===== config.mk =====
export PLATFORM = sky130hd
export DESIGN_NAME = fetch_unit
export DESIGN_NICKNAME = d
export VERILOG_FILES = /design/src/rtl/fetch_pkg.sv /design/src/rtl/fetch_timeout_ctr.sv /design/src/rtl/fetch_unit.sv
export SDC_FILE = /design/constraint.sdc
export NUM_CORES = 1
export LEC_CHECK = 0
export ABC_AREA = 1
export BUFFER_PORTS_ARGS = -buffer_cell sky130_fd_sc_hd__buf_2
export CORE_AREA = 2 2 142 144
export DETAILED_ROUTE_END_ITERATION = 8
export DIE_AREA = 0 0 144 146
export PLACE_DENSITY_LB_ADDON = 0.1
export SYNTH_ARGS = -nofsm -noshare
export SYNTH_HDL_FRONTEND = slang
export SYNTH_SLANG_ARGS = --single-unit

===== constraint.sdc =====
create_clock -name clk -period 2 [get_ports clk]
set_input_delay 0 -clock clk [delete_from_list [all_inputs] [get_ports clk]]
set_output_delay 0 -clock clk [all_outputs]
set_load 0.005 [all_outputs]

===== src/rtl/fetch_pkg.sv =====
`default_nettype none
// ============================================================================
// Module      : fetch_pkg
// Description : Shared types and constants for the instruction fetch unit.
// Revision    : 1.0 - initial release
// ============================================================================
package fetch_pkg;

   typedef enum logic [1:0] {
      ST_IDLE  = 2'd0,
      ST_REQ   = 2'd1,
      ST_WB    = 2'd2,
      ST_FAULT = 2'd3
   } fetch_state_t;

   // pc_in holds this value only before the first PC load after reset
   localparam logic [31:0] PC_SENTINEL          = 32'hFFFF_FFFF;
   localparam logic [31:0] INSTR_BYTES          = 32'd4;
   localparam logic [31:0] DEFAULT_RESET_VECTOR = 32'h0000_0000;

   function automatic logic [31:0] select_fetch_addr(input logic [31:0] pc,
                                                     input logic [31:0] reset_vector);
      return (pc == PC_SENTINEL) ? reset_vector : pc;
   endfunction

   function automatic logic is_misaligned(input logic [31:0] addr);
      return (addr[1:0] != 2'b00);
   endfunction

endpackage
`default_nettype wire


===== src/rtl/fetch_timeout_ctr.sv =====
`default_nettype none
// ============================================================================
// Module      : fetch_timeout_ctr
// Description : 8-bit wait-cycle counter; flags the last permitted wait cycle.
// Revision    : 1.0 - initial release
// ============================================================================
module fetch_timeout_ctr #(
   parameter int TIMEOUT = 255
) (
   input  logic clk,
   input  logic rst,
   input  logic clear,
   input  logic enable,
   output logic expired
);

   // expired fires during the TIMEOUT-th counted cycle so the FSM leaves on that edge
   localparam logic [7:0] LAST_WAIT = 8'(TIMEOUT - 1);

   logic [7:0] count_q;
   logic [7:0] count_d;

   always_comb begin
      count_d = count_q;
      if (clear) begin
         count_d = 8'd0;
      end else if (enable && (count_q != 8'hFF)) begin
         count_d = count_q + 8'd1;
      end
   end

   always_ff @(posedge clk) begin
      if (rst) begin
         count_q <= 8'd0;
      end else begin
         count_q <= count_d;
      end
   end

   assign expired = enable && (count_q == LAST_WAIT);

endmodule
`default_nettype wire


===== src/rtl/fetch_unit.sv =====
`default_nettype none
// ============================================================================
// Module      : fetch_unit
// Description : Single-outstanding instruction fetch FSM with flush and timeout.
// Revision    : 1.0 - initial release
// ============================================================================
module fetch_unit
   import fetch_pkg::*;
#(
   parameter logic [31:0] RESET_VECTOR = DEFAULT_RESET_VECTOR,
   parameter int          TIMEOUT      = 255
) (
   input  logic        clk,
   input  logic        rst,
   input  logic        start,
   input  logic        flush,
   input  logic [31:0] pc_in,
   output logic        mem_req,
   output logic [31:0] mem_addr,
   input  logic        mem_ack,
   input  logic [31:0] mem_rdata,
   output logic [31:0] ir,
   output logic [31:0] new_pc,
   output logic        pc_write,
   output logic        done,
   output logic        busy,
   output logic        fault
);

   fetch_state_t state_q, state_d;
   logic         mem_req_q, mem_req_d;
   logic [31:0]  mem_addr_q, mem_addr_d;
   logic [31:0]  ir_q, ir_d;
   logic [31:0]  new_pc_q, new_pc_d;
   logic         pc_write_q, pc_write_d;
   logic         done_q, done_d;
   logic         busy_q, busy_d;
   logic         fault_q, fault_d;

   logic         ctr_clear;
   logic         ctr_enable;
   logic         ctr_expired;
   logic [31:0]  fetch_addr;

   fetch_timeout_ctr #(
      .TIMEOUT (TIMEOUT)
   ) u_timeout_ctr (
      .clk     (clk),
      .rst     (rst),
      .clear   (ctr_clear),
      .enable  (ctr_enable),
      .expired (ctr_expired)
   );

   always_comb begin
      state_d    = state_q;
      mem_req_d  = mem_req_q;
      mem_addr_d = mem_addr_q;
      ir_d       = ir_q;
      new_pc_d   = new_pc_q;
      pc_write_d = 1'b0;
      done_d     = 1'b0;
      busy_d     = busy_q;
      fault_d    = fault_q;
      ctr_clear  = 1'b0;
      ctr_enable = 1'b0;
      fetch_addr = select_fetch_addr(pc_in, RESET_VECTOR);

      case (state_q)
         ST_IDLE: begin
            // flush outranks a simultaneous start
            if (start && !flush) begin
               busy_d = 1'b1;
               if (is_misaligned(fetch_addr)) begin
                  state_d = ST_FAULT;
                  fault_d = 1'b1;
               end else begin
                  state_d    = ST_REQ;
                  mem_req_d  = 1'b1;
                  mem_addr_d = fetch_addr;
                  ctr_clear  = 1'b1;
               end
            end
         end

         ST_REQ: begin
            ctr_enable = !flush && !mem_ack;
            if (flush) begin
               state_d   = ST_IDLE;
               mem_req_d = 1'b0;
               busy_d    = 1'b0;
            end else if (mem_ack) begin
               state_d    = ST_WB;
               mem_req_d  = 1'b0;
               ir_d       = mem_rdata;
               new_pc_d   = mem_addr_q + INSTR_BYTES;
               pc_write_d = 1'b1;
               done_d     = 1'b1;
            end else if (ctr_expired) begin
               state_d   = ST_FAULT;
               mem_req_d = 1'b0;
               fault_d   = 1'b1;
            end
         end

         ST_WB: begin
            state_d = ST_IDLE;
            busy_d  = 1'b0;
         end

         ST_FAULT: begin
            state_d = ST_FAULT;
         end

         default: begin
            state_d = ST_IDLE;
         end
      endcase
   end

   always_ff @(posedge clk) begin
      if (rst) begin
         state_q    <= ST_IDLE;
         mem_req_q  <= 1'b0;
         mem_addr_q <= 32'd0;
         ir_q       <= 32'd0;
         new_pc_q   <= 32'd0;
         pc_write_q <= 1'b0;
         done_q     <= 1'b0;
         busy_q     <= 1'b0;
         fault_q    <= 1'b0;
      end else begin
         state_q    <= state_d;
         mem_req_q  <= mem_req_d;
         mem_addr_q <= mem_addr_d;
         ir_q       <= ir_d;
         new_pc_q   <= new_pc_d;
         pc_write_q <= pc_write_d;
         done_q     <= done_d;
         busy_q     <= busy_d;
         fault_q    <= fault_d;
      end
   end

   assign mem_req  = mem_req_q;
   assign mem_addr = mem_addr_q;
   assign ir       = ir_q;
   assign new_pc   = new_pc_q;
   assign pc_write = pc_write_q;
   assign done     = done_q;
   assign busy     = busy_q;
   assign fault    = fault_q;

endmodule
`default_nettype wire


# Word-level counts from Yosys, hierarchy flattened

Index checks and enable logic that the tools add are counted.

Multiplexer cells: 27
Bitwise logic cells: 3
Equal/unequal tests: 14
Add/subtract/negate cells: 2
Reductions and logical operators: 18

Operators by type and width:

| operator              | count |
|---|---|
| $add 32x3->32 const B | 1 |
| $eq 32x32->1 const B  | 1 |
| $mux 32               | 1 |
| $mux 1                | 17 |
| $ne 2x2->1 const B    | 7 |
| $mux 2                | 5 |
| $reduce_and 3->1      | 3 |
| $add 8x1->8 const B   | 1 |
| $eq 8x8->1 const B    | 1 |
| $ne 8x8->1 const B    | 1 |
| $pmux 2 s4            | 1 |
| $reduce_and 6->1      | 1 |
| $eq 2x2->1 const B    | 2 |
| $logic_and 1x1->1     | 4 |
| $ne 4x4->1 const B    | 1 |
| $pmux 1 s2            | 2 |
| $reduce_and 4->1      | 1 |
| $reduce_bool 2->1     | 2 |
| $not 1->1             | 3 |
| $pmux 1 s3            | 1 |
| $reduce_bool 3->1     | 1 |
| $reduce_or 3->1       | 1 |
| $eq 2x1->1 const B    | 1 |
| $logic_not 1->1       | 2 |
| other kinds (3)       | 3 |

Register bits after elaboration: 110
Input bits: 69
Output and inout bits: 101
Word-level logic and storage cells: 73

# Depth between registers and ports, before layout

Gate-level depths: netlist of run 1.

Depth after elaboration: 8
Mapped depth: 11
Mapped depth without buffers: 10

# Modules after synthesis

Synthesis of run 1 repeated with hierarchy kept, for this count alone.

Cells, all modules: 811
Area total of the unflattened synthesis: 5,353.9 µm²

By module, submodules not included:

| module            | times used | cells each | area each (µm²) | sequential area each (µm²) |
|---|---|---|---|---|
| fetch_unit        | 1          | 747        | 4,908.5         | 2,042.0 |
| fetch_timeout_ctr | 1          | 64         | 445.4           | 160.2 |

# Least setup slack after synthesis of run 1

No wires, ideal clock.

Path type: register to register
Start point: reg mem_addr_q[2] (netlist: mem_addr[2])
End point: reg new_pc_q[20] (netlist: new_pc[20])
Path buffers: 0
Setup time: 0.109 ns
Path slack: 0.479 ns
Stages on the path, launching flop included: 11
Required time: 1.891 ns
Clock period less this slack: 1.521 ns
Arrival time: 1.413 ns
Cells stage by stage: dfxtp_1 > ha_1 > nand2_1 > nor2_4 > nand3_2 > nor2_4 > nand3_1 > nand2_1 > nand3_1 > nand2_1 > inv_1

Longest elaborated chain between the ends: 1

Ends and longest elaborated chain:

| element                | RTL line          | RTL |
|---|---|---|
| from (decl)            | fetch_unit.sv:32  | `logic [31:0] mem_addr_q, mem_addr_d;` |
| from (signal assigned) | fetch_unit.sv:135 | `mem_addr_q <= mem_addr_d;` |
| $add 32x3->32          | fetch_unit.sv:96  | `new_pc_d = mem_addr_q + INSTR_BYTES;` |
| to (signal assigned)   | fetch_unit.sv:137 | `new_pc_q <= new_pc_d;` |
| to (decl)              | fetch_unit.sv:34  | `logic [31:0] new_pc_q, new_pc_d;` |

No other way between the ends.
A chain may end at the register's enable or synchronous reset.

# Worst setup path in the final report of run 1

Start point: reg mem_addr_q[3] (netlist: mem_addr[3])
End point: reg new_pc_q[20] (netlist: new_pc[20])

Same word-level chain as after synthesis.

==> results.sh, run 1 <==
export IMPL_status="finished, final reports clean"
export IMPL_drcViolationCount=0
export IMPL_synthSimpleGateAreaFrac_pct=37.0
export IMPL_synth_fa_ha_area_share_pct=1.64
export IMPL_synth_area_per_cell_um2=6.84
export IMPL_synth_compound_area_share_pct=9.83
export IMPL_first_pass_iters=4
export IMPL_skew_ns=0.0103
export IMPL_finish_utilization_pct=38.0
export IMPL_hp_class="in -> reg"
export IMPL_synthCells=780
export IMPL_rows=51
export IMPL_cp_depth=10
export IMPL_synth_area_top_cells="dfxtp_1 (41%), nand2_1 (18%), nand3_1 (5.4%), inv_1 (4.7%), a21oi_1 (4.5%)"
export IMPL_seq_area_frac_synth_pct=41.3
export IMPL_cts_tree="done"
export IMPL_routedWlPerCell_um=13.9
export IMPL_via_per_inst=4.41
export IMPL_slew_violations=0
export IMPL_critPathArrivalTime_ns=2.05
export IMPL_synthesis_area_um2=5330
export IMPL_synth_top_family_by_area="simple AND/OR/NAND/NOR gates"
export IMPL_gp_congestion=0.800
export IMPL_reg2reg_slack_ns=0.21
export IMPL_synth_largest_area_cell="dfxtp_1"
export IMPL_layout_commonest_cell="nand2_1"
export IMPL_rsz0062_at_grt="no"
export IMPL_postPlaceCellArea_um2=6490
export IMPL_final_cells=1259
export IMPL_grt_max_degree=91
export IMPL_slowest_delay_ns=0.45
export IMPL_startpoint="mem_addr[3]"
export IMPL_synth_top_area_share_pct=41.3
export IMPL_clock_sinks=110
export IMPL_crit_fanout=6
export IMPL_dp_hpwl_um=12700
export IMPL_grt_first_pass_wirelength_um=28300
export IMPL_grt_use_total_pct=17.0
export IMPL_p_leak_nw=3.49
export IMPL_overflow=0
export IMPL_r2r_cells=10
export IMPL_end_kind="register"
export IMPL_power_density_nw_per_um2=787
export IMPL_ioPinCount=170
export IMPL_die_w_um=144
export IMPL_ant_nets=0
export IMPL_tightest_slew_ns=0.449
export IMPL_relSlewSlack_pct=70.0
export IMPL_p_int_mw=4.14
export IMPL_vias=5550
export IMPL_final_cell_mix="nand2_1 (262), buf_2 (169), dfxtp_1 (110)"
export IMPL_cpMostUsedCell="nand2_1"
export IMPL_synth_edf_count=0
export IMPL_async_flop_share_pct=0
export IMPL_p_total_mw=5.78
export IMPL_synth_cell_type_count=31
export IMPL_swShare_pct=28.4
export IMPL_post_cts_buffers=0
export IMPL_crit_type="reg -> reg"
export IMPL_ys_warn_count=0
export IMPL_dp_slack_ns=0.228
export IMPL_start_kind="register"
export IMPL_seqPwrFrac_pct=43.6
export IMPL_synth_seq_cells=110
export IMPL_ir_worst_vdd_mv=0.416
export IMPL_clockRootBuffer="clkbuf_16"
export IMPL_start_util_pct=27.6
export IMPL_nets=1065
export IMPL_crit_required_ns=2.26
export IMPL_htree_levels=3
export IMPL_netSwitchingPower_mw=1.64
export IMPL_ys_flop_type="dfxtp_1"
export IMPL_cp_top_family="simple AND/OR/NAND/NOR gates"
export IMPL_cts_path_max_buffers=2
export IMPL_area_growth_pct=37.8
export IMPL_fmax_mhz=558
export IMPL_clock_power_share_pct=36.4
export IMPL_setup_tns_ns=0
export IMPL_fin_hold_ws_ns=0.00436
export IMPL_path_clk_slew_ns=0.08
export IMPL_fin_ws_ns=0.208
export IMPL_setup_worst_path_end="new_pc[20]"
export IMPL_critPathBufInv=1
export IMPL_synthXorXnorAreaFrac_pct=2.14
export IMPL_antenna_found_initial=0
export IMPL_cp_slowest_cell="dfxtp_1"
export IMPL_maxCapViolations=0
export IMPL_combPwrFrac_pct=20.0
export IMPL_final_area_um2=7350
export IMPL_core_area_um2=19300
export IMPL_period_share_pct=89.6
export IMPL_clk_latency_ns=0.36
export IMPL_io_buffer_count=169
export IMPL_routed_wl_um=17500
export IMPL_place_inst=1192
export IMPL_min_period_ns=1.79
export IMPL_drtIter0Drc=291
export IMPL_cts_buffers=9
export IMPL_timing_rr_start="mem_addr[3]"
export IMPL_r2r_end="new_pc[20]"
export IMPL_finalHoldViolCount=0
export IMPL_setup_violations=0
export IMPL_synthMuxAreaShare_pct=0
export IMPL_cp_cell_sequence="ha_1, nand2_1, nor2_4, nand3_2, nor2_4, nand3_1, nand2_1, nand3_1, nand2_1, inv_1"
export IMPL_dieArea_um2=21000
export IMPL_synth_nets=856
export IMPL_die_y_um=146
export IMPL_grt_pass1_vias=5438
export IMPL_antennaDiodeCount=0
export IMPL_drive_gt1_share_pct=21.5
==> synthesized netlist by cell type, types with 3 or more instances <==
library cell	n
buf_4	4
buf_2	16
o21ai_0	19
o21bai_1	4
nor2_1	62
ha_1	7
xnor2_1	3
inv_1	67
xor2_1	10
nand4_1	10
nand3_1	58
nor3_1	7
nand2_1	262
o21a_1	16
nand3b_1	10
and3_1	30
clkbuf_1	15
dfxtp_1	110
nor2_2	4
a21oi_1	48
==> worst min-delay path: cells and delay by family <==
kind	cells	cell delay (ns)
AND/OR/NAND/NOR	3	0.24
buffers and inverters	1	0.09
==> timing repair <==
item	CTS	global route
endpoints found under the hold margin	51	0
setup endpoints to repair	0	3
hold buffers	51	0
gates resized for setup	0	1
==> worst min-delay path by stage <==
stage                 startpoint  cells after the start  slack, ns           end
CTS                    pc_in[29]                      4      0.001  mem_addr[29]
global placement    mem_rdata[2]                      3       0.25         ir[2]
floorplan           mem_rdata[0]                      2       0.14         ir[0]
global route            pc_in[8]                      4       0.02   mem_addr[8]
detailed placement  mem_rdata[2]                      3       0.25         ir[2]
finish                  pc_in[8]                      4      0.004   mem_addr[8]
==> power groups by stage <==
stage / logic [mW] / clock network (mW) / registers (mW)
after global routing: 1.33 / 2.27 / 2.55
final: 1.16 / 2.11 / 2.52
after detailed placement: 1.09 / 0 / 2.57
after floorplan: 0.638 / 0 / 2.57
after CTS: 1.17 / 2.17 / 2.52
after global placement: 1.10 / 0 / 2.58
==> cell type report <==
cell class,count,area (um2)
clock buffer,9,225
tap,265,332
inverter,68,255
fill,2113,12000
multi-input combinational,565,2710
sequential,110,2200
timing repair buffer,235,1510
clock inverter,7,120
==> kinds of logic after synthesis <==
kind of cell,after synthesis
AND/OR/NAND/NOR,453
flip-flops,110
buffers and inverters,105
AO/OA/AOI/OAI,92
XOR/XNOR,13
adder cells (fa/ha/maj),7
==> layer usage <==
layer	track usage, %	routed length, um	vias to the layer above
li1	-	-	2917
met1	21.3	7790	2480
met2	28.2	8470	123
met3	4.21	849	30
met4	6.27	438	0
met5	0	0	-
==> flip-flops by register name (all words and copies together), names as in the netlist <==
register and flops:
busy 1, done 1, fault 1, ir 32, mem_addr 32, mem_req 1, new_pc 32, state_q 2
u_timeout_ctr.count_q 8
No activity file was read; power rests on OpenSTA's default activity.
==> inputs of run 2 (changes only) <==
- clock period: 2 -> 2.2 ns (I/O delays scaled with it)
==> results.sh, run 2 (synthesis results as in run 1) <==
export IMPL_status="finished, final reports clean"
export IMPL_nets=1059
export IMPL_setup_tns_ns=0
export IMPL_clock_sinks=110
export IMPL_layout_commonest_cell="nand2_1"
export IMPL_skew_ns=0.00958
export IMPL_hold_depth=4
export IMPL_slew_violations=0
export IMPL_p_leak_nw=3.42
export IMPL_timing_rr_start="state_q[1]"
export IMPL_clk_latency_ns=0.36
export IMPL_drtIter0Drc=306
export IMPL_cts_buffers=9
export IMPL_grt_use_total_pct=16.8
export IMPL_hp_start="pc_in[10]"
export IMPL_power_density_nw_per_um2=682
export IMPL_drive_gt1_share_pct=21.2
export IMPL_ant_nets=0
export IMPL_tightest_slew_ns=0.798
export IMPL_routedWlPerCell_um=14.1
export IMPL_cts_tree="done"
export IMPL_ir_worst_vdd_mv=0.336
export IMPL_final_cell_mix="nand2_1 (262), buf_2 (169), dfxtp_1 (110)"
export IMPL_post_cts_resize_count=0
export IMPL_finalHoldViolCount=0
export IMPL_path_clk_slew_ns=0.08
export IMPL_rsz0062_at_grt="no"
export IMPL_grt_pass1_vias=5187
export IMPL_antennaDiodeCount=0
export IMPL_seqPwrFrac_pct=46.6
export IMPL_r2r_end="new_pc[19]"
export IMPL_htree_levels=3
export IMPL_reg2reg_slack_ns=0.42
export IMPL_ioPinCount=170
export IMPL_die_y_um=146
export IMPL_vias=5523
export IMPL_critPathArrivalTime_ns=2.03
export IMPL_combPwrFrac_pct=21.2
export IMPL_maxCapViolations=0
export IMPL_crit_fanout=90
export IMPL_grt_max_degree=91
export IMPL_first_pass_iters=4
export IMPL_start_kind="register"
export IMPL_relSlewSlack_pct=46.7
export IMPL_post_cts_buffers=0
export IMPL_holdBufCountCts=49
export IMPL_cts_path_max_buffers=2
export IMPL_setup_violations=0
export IMPL_via_per_inst=4.41
export IMPL_core_area_um2=19300
export IMPL_r2r_cells=8
export IMPL_antenna_found_initial=0
export IMPL_area_growth_pct=35.3
export IMPL_rows=51
export IMPL_clockRootBuffer="clkbuf_16"
export IMPL_grt_first_pass_wirelength_um=27600
export IMPL_fmax_mhz=563
export IMPL_drcViolationCount=0
export IMPL_netSwitchingPower_mw=1.48
export IMPL_start_util_pct=27.6
export IMPL_crit_type="reg -> reg"
export IMPL_period_share_pct=80.7
export IMPL_dieArea_um2=21000
export IMPL_finish_utilization_pct=37.3
export IMPL_gp_congestion=0.834
export IMPL_overflow=0
export IMPL_die_w_um=144
export IMPL_io_buffer_count=169
export IMPL_clock_power_share_pct=32.2
export IMPL_worstHoldEndpoint="mem_addr[10]"
export IMPL_end_kind="register"
export IMPL_crit_required_ns=2.45
export IMPL_hp_class="in -> reg"
export IMPL_min_period_ns=1.78
export IMPL_dp_hpwl_um=12700
export IMPL_swShare_pct=30.0
export IMPL_p_int_mw=3.45
export IMPL_routed_wl_um=17700
==> run 2: changes by cell type in the layout (fill, tap and decap cells not counted), sizes merged <==
cell	before	now
clkinv	2	0
inv	69	70
bufinv	3	0
clkinvlp	1	3
clkbuf	9	11
buf	184	180
dlygate4sd3	51	49
==> run 2: layout make-up <==
cell class / count / area, um2
Fill cell: 2104 / 12100
Multi-Input combinational cell: 565 / 2700
Sequential cell: 110 / 2200
Timing Repair Buffer: 229 / 1440
Tap cell: 265 / 332
Inverter: 68 / 255
Clock buffer: 11 / 243
Clock inverter: 5 / 40.0
==> run 2: per-layer routing <==
layer	vias to the layer above	wire length, um	part of all wire [%]	GRT usage (%)
met3	29	908	5.1	4.11
li1	2902	-	-	-
met4	0	418	2.4	5.54
met2	122	8240	47	27.7
met1	2470	8080	46	21.3
met5	-	0	0	0
==> run 2: power by group through the flow <==
stage / logic (mW) / registers, mW / clock network [mW]
floorplan: 0.580 / 2.33 / 0
global placement: 1.01 / 2.34 / 0
detailed placement: 0.996 / 2.34 / 0
CTS: 1.07 / 2.30 / 1.66
global route: 1.19 / 2.32 / 1.74
finish: 1.04 / 2.29 / 1.58
==> run 2: critical path: stages (launching register included) <==
cell and delay [ns]:
dfxtp_1 0.32, inv_1 0.11, ha_1 0.25, nand3_1 0.14, inv_2 0.09, buf_12 0.28
nand3_1 0.23, nand2_1 0.10, inv_1 0.04
==> run 2: worst max-delay path by stage <==
stage | slack [ns] | cells after the start | startpoint | end
floorplan | 0.68 | 10 | mem_addr[2] | new_pc[20]
global placement | 0.48 | 8 | state_q[1] | new_pc[19]
detailed placement | 0.45 | 8 | state_q[1] | new_pc[19]
CTS | 0.42 | 8 | state_q[1] | new_pc[19]
global route | 0.21 | 10 | mem_addr[2] | new_pc[20]
finish | 0.42 | 8 | state_q[1] | new_pc[19]
==> run 2: per-stage QoR <==
| step | worst slack (ns) | std cells | hold WS, ns | total power [mW] | instance area [um2] |
|---|---|---|---|---|---|
| floorplan | 0.679 | 780 | 0.144 | 2.91 | 5330 |
| global placement | 0.477 | 1188 | 0.251 | 3.35 | 6440 |
| detailed placement | 0.447 | 1188 | 0.256 | 3.34 | 6440 |
| CTS | 0.423 | 1253 | 0.00139 | 5.02 | 7220 |
| global route | 0.215 | 1253 | 0.0220 | 5.25 | 7220 |
| finish | 0.425 | 1253 | 0.00887 | 4.92 | 7220 |
